**src/rtl/fetch_pkg.sv**
```systemverilog
// Shared definitions for the instruction fetch unit: FSM state encoding,
// datapath widths and the sequential PC step.
package fetch_pkg;

    localparam int ADDR_WIDTH  = 64;
    localparam int INSTR_WIDTH = 32;

    localparam logic [ADDR_WIDTH-1:0] PC_INCREMENT = 64'd4;

    typedef enum logic [1:0] {
        ST_IDLE  = 2'd0,
        ST_REQ   = 2'd1,
        ST_HOLD  = 2'd2,
        ST_FAULT = 2'd3
    } fetch_state_e;

    // Instructions are word aligned; any set low bit makes a target unusable.
    function automatic logic is_aligned(input logic [ADDR_WIDTH-1:0] addr);
        return (addr[1:0] == 2'b00);
    endfunction

endpackage

```
**src/rtl/fetch_pc_reg.sv**
```systemverilog
// Program counter register: asynchronous reset to RESET_PC, sequential
// increment, and redirect load (load wins over increment).
module fetch_pc_reg
    import fetch_pkg::*;
#(
    parameter logic [ADDR_WIDTH-1:0] RESET_PC = '0
) (
    input  logic                  clock,
    input  logic                  reset,
    input  logic                  inc_en,
    input  logic                  load_en,
    input  logic [ADDR_WIDTH-1:0] load_value,
    output logic [ADDR_WIDTH-1:0] pc
);

    logic [ADDR_WIDTH-1:0] pc_q;
    logic [ADDR_WIDTH-1:0] pc_d;

    // Next PC: redirect load, else step by one instruction (wraps at 2^64).
    always_comb begin
        pc_d = pc_q;
        if (load_en) begin
            pc_d = load_value;
        end else if (inc_en) begin
            pc_d = pc_q + PC_INCREMENT;
        end
    end

    // PC state register.
    always_ff @(posedge clock or posedge reset) begin
        if (reset) begin
            pc_q <= RESET_PC;
        end else begin
            pc_q <= pc_d;
        end
    end

    assign pc = pc_q;

endmodule

```
**src/rtl/instruction_fetch_unit.sv**
```systemverilog
// Instruction fetch unit: issues one memory read per instruction, presents the
// returned word to decode with its address, and follows redirects. A
// misaligned redirect (or, with FETCH_TIMEOUT_EN defined, a memory that never
// answers within MAX_WAIT cycles) parks the unit in a sticky fault until reset.
module instruction_fetch_unit
    import fetch_pkg::*;
#(
    parameter logic [ADDR_WIDTH-1:0] RESET_PC = 64'h0,
    parameter int                    MAX_WAIT = 15
) (
    input  logic                   clock,
    input  logic                   reset,
    output logic                   mem_req,
    output logic [ADDR_WIDTH-1:0]  mem_addr,
    input  logic                   mem_ready,
    input  logic [INSTR_WIDTH-1:0] mem_rdata,
    input  logic                   branch_taken,
    input  logic [ADDR_WIDTH-1:0]  branch_target,
    output logic [INSTR_WIDTH-1:0] instruction,
    output logic [ADDR_WIDTH-1:0]  instr_pc,
    output logic                   instr_valid,
    input  logic                   instr_accept,
    output logic                   fetch_fault
);

    if (MAX_WAIT < 1 || MAX_WAIT > 255) begin : g_bad_max_wait
        $error("MAX_WAIT must be in 1..255");
    end

    fetch_state_e           state_q, state_d;
    logic [INSTR_WIDTH-1:0] instruction_q, instruction_d;
    logic [ADDR_WIDTH-1:0]  instr_pc_q, instr_pc_d;
    logic                   instr_valid_q, instr_valid_d;
    logic                   fetch_fault_q, fetch_fault_d;

    logic                   pc_inc;
    logic                   pc_load;
    logic [ADDR_WIDTH-1:0]  pc;

`ifdef FETCH_TIMEOUT_EN
    localparam logic [7:0] WAIT_LIMIT = 8'(MAX_WAIT);
    logic [7:0] wait_q, wait_d;
`endif

    fetch_pc_reg #(
        .RESET_PC (RESET_PC)
    ) u_pc_reg (
        .clock      (clock),
        .reset      (reset),
        .inc_en     (pc_inc),
        .load_en    (pc_load),
        .load_value (branch_target),
        .pc         (pc)
    );

    // Next-state and datapath control; a redirect overrides any same-cycle
    // memory return or downstream accept.
    always_comb begin
        state_d       = state_q;
        instruction_d = instruction_q;
        instr_pc_d    = instr_pc_q;
        instr_valid_d = instr_valid_q;
        fetch_fault_d = fetch_fault_q;
        pc_inc        = 1'b0;
        pc_load       = 1'b0;
`ifdef FETCH_TIMEOUT_EN
        wait_d        = '0;
`endif
        if (state_q != ST_FAULT && branch_taken) begin
            instr_valid_d = 1'b0;
            if (is_aligned(branch_target)) begin
                pc_load = 1'b1;
                state_d = ST_REQ;
            end else begin
                fetch_fault_d = 1'b1;
                state_d       = ST_FAULT;
            end
        end else begin
            case (state_q)
                ST_IDLE: begin
                    state_d = ST_REQ;
                end
                ST_REQ: begin
                    if (mem_ready) begin
                        instruction_d = mem_rdata;
                        instr_pc_d    = pc;
                        instr_valid_d = 1'b1;
                        pc_inc        = 1'b1;
                        state_d       = ST_HOLD;
                    end else begin
`ifdef FETCH_TIMEOUT_EN
                        wait_d = wait_q + 8'd1;
                        if (wait_d == WAIT_LIMIT) begin
                            wait_d        = '0;
                            fetch_fault_d = 1'b1;
                            state_d       = ST_FAULT;
                        end
`endif
                    end
                end
                ST_HOLD: begin
                    if (instr_accept) begin
                        instr_valid_d = 1'b0;
                        state_d       = ST_REQ;
                    end
                end
                default: begin
                    instr_valid_d = 1'b0;
                end
            endcase
        end
    end

    // Control and presentation registers, cleared asynchronously by reset.
    always_ff @(posedge clock or posedge reset) begin
        if (reset) begin
            state_q       <= ST_IDLE;
            instruction_q <= '0;
            instr_pc_q    <= '0;
            instr_valid_q <= 1'b0;
            fetch_fault_q <= 1'b0;
        end else begin
            state_q       <= state_d;
            instruction_q <= instruction_d;
            instr_pc_q    <= instr_pc_d;
            instr_valid_q <= instr_valid_d;
            fetch_fault_q <= fetch_fault_d;
        end
    end

`ifdef FETCH_TIMEOUT_EN
    // Wait-state counter; only non-zero while a request is outstanding.
    always_ff @(posedge clock or posedge reset) begin
        if (reset) begin
            wait_q <= '0;
        end else begin
            wait_q <= wait_d;
        end
    end
`endif

    assign mem_req     = (state_q == ST_REQ);
    assign mem_addr    = pc;
    assign instruction = instruction_q;
    assign instr_pc    = instr_pc_q;
    assign instr_valid = instr_valid_q;
    assign fetch_fault = fetch_fault_q;

endmodule

```
**config.mk**
```make
export PLATFORM = sky130hd
export DESIGN_NAME = instruction_fetch_unit
export DESIGN_NICKNAME = d
export VERILOG_FILES = /design/src/rtl/fetch_pkg.sv /design/src/rtl/fetch_pc_reg.sv /design/src/rtl/instruction_fetch_unit.sv
export SDC_FILE = /design/constraint.sdc
export NUM_CORES = 1
export LEC_CHECK = 0
export ABC_AREA = 1
export BUFFER_PORTS_ARGS = -buffer_cell sky130_fd_sc_hd__buf_2
export CORE_MARGIN = 5
export CORE_UTILIZATION = 49
export DETAILED_ROUTE_END_ITERATION = 10
export PLACE_DENSITY = 0.81
export SLEW_MARGIN = 20
export SYNTH_ARGS = -nofsm -noshare
export SYNTH_HDL_FRONTEND = slang
export SYNTH_SLANG_ARGS = --single-unit
```
**constraint.sdc**
```tcl
create_clock -name clock -period 6.7 [get_ports clock]
set_input_delay 1.34 -clock clock [delete_from_list [all_inputs] [get_ports clock]]
set_output_delay 1.34 -clock clock [all_outputs]
set_load 0.01 [all_outputs]
```
==> run metrics <==
Mapped Avg Cell Area just over 7 um^2; crit path time final 3700 ps; Clk Latency, worst-skew pair 430 ps; cts repair resizes 0; GRT met1 Usage 39.7%; # fillers about 1600; Syn Nets 1314; synth top area cells dfrtp_1 (48%), nand2_1 (21%), nor2_1 (5.7%), nand3_1 (5.5%), inv_1 (5.3%); final setup slack of the worst path 3000 ps; CP most frequent cell nand2_1; deepest clock path buffer count 2; Post-DP HPWL roughly 22000 um; postcts setup bufs 0; #FFs+latches synth between 150 and 200; max-slew violations 0; H-Tree Depth 4; leading area contributor after synthesis dfrtp_1; cell count after synthesis approximately 1200; Worst R2R Start state_q[1]$_DFFE_PP0P_; WL per Instance 17.2 um; Critical Path Source Type input pin; slew at the pin closest to its max-slew limit 964 ps; Distinct cells, synth 32; vias per cell ~5.2; DRC 0; crit path DAT 3980 ps; Place WS 2560 ps; maximum VDD drop 0.000179 V; Top Usage Layer GRT met2; DP Area 10000 um^2; nets 1559; CTS Sinks roughly 160; Synth top area share a little under half; routability congestion estimate 0.969; Fin Clk Skew 6.99 ps; cell area after synthesis 8550 um^2; antenna diode count 0; Clk pin slew, worst setup/hold paths ~60 ps; global-route wire length before repair 45500 um; CP max FO 90; Core ar. 17200 um^2; Final Cell Area 10600 um^2; max capacitance violation total 0; CTS Buf Count 17; # IOs between 200 and 300; Hold Path Class flip-flop to flip-flop; crit-path cells buf_2 -> nand2_1 -> nand2_2 -> nor2_4 -> buf_4 -> inv_4 -> nand2_4 -> inv_2 -> nand2_1 -> o211ai_1; die height 142 um; total gr overflow 0; die area 20200 um^2; GRT Overall Usage 28.7%; hold buffers post-CTS 0; GRT met3 Usage 4.91%; starting density of the core 49.6%; Pleak 5.87 nW; status finished, final reports clean; RSZ-0062 raised after global routing no; area grow syn2layout 23.9%; Chip Width between 100 and 150 um; highest-delay cell along the critical path buf_4; synth warn 0; Vias ~9000; final hold viol count 0; CP max stage delay 640 ps; Total Wirelength slightly below 30000 um; vias in the first global route 8458; Pre-antenna DRT Iters 5; final hold slack 465 ps; share of cells above drive strength 1 21.6%; drt initial violations just under 800; final setup fails 0; pwr/cell area 193 nW/um^2; f_max 270 MHz; setup tns final 0 ps; PortBufs 263; Tcrit/Tclk final a little under three fifths; critical path class input pin to flip-flop; Seq/Total Area, Yosys 48.0%; CP endpoint kind flip-flop; M2 GR Usage 45.6%; Slew HR 35.8%; post-route antenna net violation count 0; largest net degree at the start of global routing 106; CTS tree built; Crit. Startpoint branch_taken; worst path required time 6970 ps; initial antenna violation count 0; hold path start instruction[6]$_DFFE_PP0P_; Root Buffer clkbuf_16; row cnt 48
layout by cell type, fill, tap and decap left out, types with 2 or more instances in the layout:
master and count:
clkinv_4 3, o21ai_0 68, nor3_1 2, nand4_1 12, nor2_1 130, bufinv_16 2
nor2_2 6, o22ai_1 4, o31ai_1 3, nand3_1 94, o211ai_1 13, buf_4 5
nor2_4 4, inv_6 5, nand2_2 3, inv_1 119, inv_2 2, clkbuf_8 2
clkbuf_16 17, a21oi_1 9, nand2_1 483, dfrtp_1 164, o21ai_1 40, xor2_1 2
buf_2 263
Yosys cell counts:
library cell and number:
inv_1 120, nand2_2 2, nand4_1 12, o21ai_1 40, o211ai_1 13, or2_1 1
inv_2 3, buf_4 3, nor2_4 4, a21oi_1 9, nand2_4 1, and3_1 1
a31oi_1 1, dfrtp_1 164, xor2_1 2, ha_1 1, buf_2 20, nand3_1 94
nor2_2 6, clkbuf_1 18, nor3_1 2, o31ai_1 3, buf_6 1, o21a_1 1
xnor2_1 1, a211oi_1 1, o21ai_0 68, o22ai_1 4, o21bai_1 1, o221ai_1 1
nand2_1 484, nor2_1 130
flip-flops by register name, indices dropped and copies added, names as in the netlist:
name         flops
u_pc_reg.pc     64
instr_pc        64
instr_valid      1
instruction     32
fetch_fault      1
state_q          2
metrics by stage:
stage / power (W) / instances / util (%)
3_5_place_dp: 0.00106 / 1663 / 58.0
3_3_place_gp: 0.00106 / 1663 / 58.0
4_1_cts: 0.00205 / 1694 / 61.5
5_1_grt: 0.00211 / 1694 / 61.5
2_1_floorplan: 0.00102 / 1212 / -
6_report: 0.00204 / 1694 / 61.5
where the power goes:
part           switching [W]  leakage [nW]  internal, W
clock               0.000426         0.293     0.000575
sequential                 0          2.21     0.000990
combinational      0.0000308          3.36    0.0000209
path summary, 6_finish.rpt:
| kind | to | slack, ps | cells after the start |
|---|---|---|---|
| max | u_pc_reg.pc[15]$_DFFE_PP0P_ | 3000 | 10 |
| min | instruction[6]$_DFFE_PP0P_ | 470 | 2 |
| max reg2reg | u_pc_reg.pc[62]$_DFFE_PP0P_ | 3500 | 10 |
| min reg2reg | instruction[6]$_DFFE_PP0P_ | 470 | 2 |
| max in group asynchronous | instr_pc[29]$_DFFE_PP0P_ | 4220 | 3 |
| min in group asynchronous | instruction[8]$_DFFE_PP0P_ | 1130 | 2 |
logic make-up after synthesis:
logic type                 synth area share, %
and+or+nand+nor                           34.8
buffers and inverters                     7.75
DFF                                       48.0
AOI/OAI and AO/OA                         8.98
xor gates and xnor gates                 0.307
adders and majority gates                0.146
critical path, delay by kind of cell:
family	cells	cell delay [ps]
buffers and inverters	4	1630
and+or+nand+nor	5	870
AOI/OAI and AO/OA	1	90
cell type report:
type                    instances  area (um^2)  area share (%)
clock buffers                  19          453            4.27
clock inverters                12          145            1.37
inverters                     123          469            4.43
multi-input cells             883         3790            35.8
flip-flops and latches        164         4100            38.7
well taps                     225          282            2.66
repair buffers                268         1350            12.8
per-layer routing:
| metal | vias up | wire length, um |
|---|---|---|
| met5 | - | 0 |
| met4 | 0 | 834 |
| met3 | 53 | 2500 |
| met2 | 413 | 13400 |
| met1 | 4062 | 12500 |
| li1 | 4314 | - |
No activity file was read; power rests on OpenSTA's default activity.
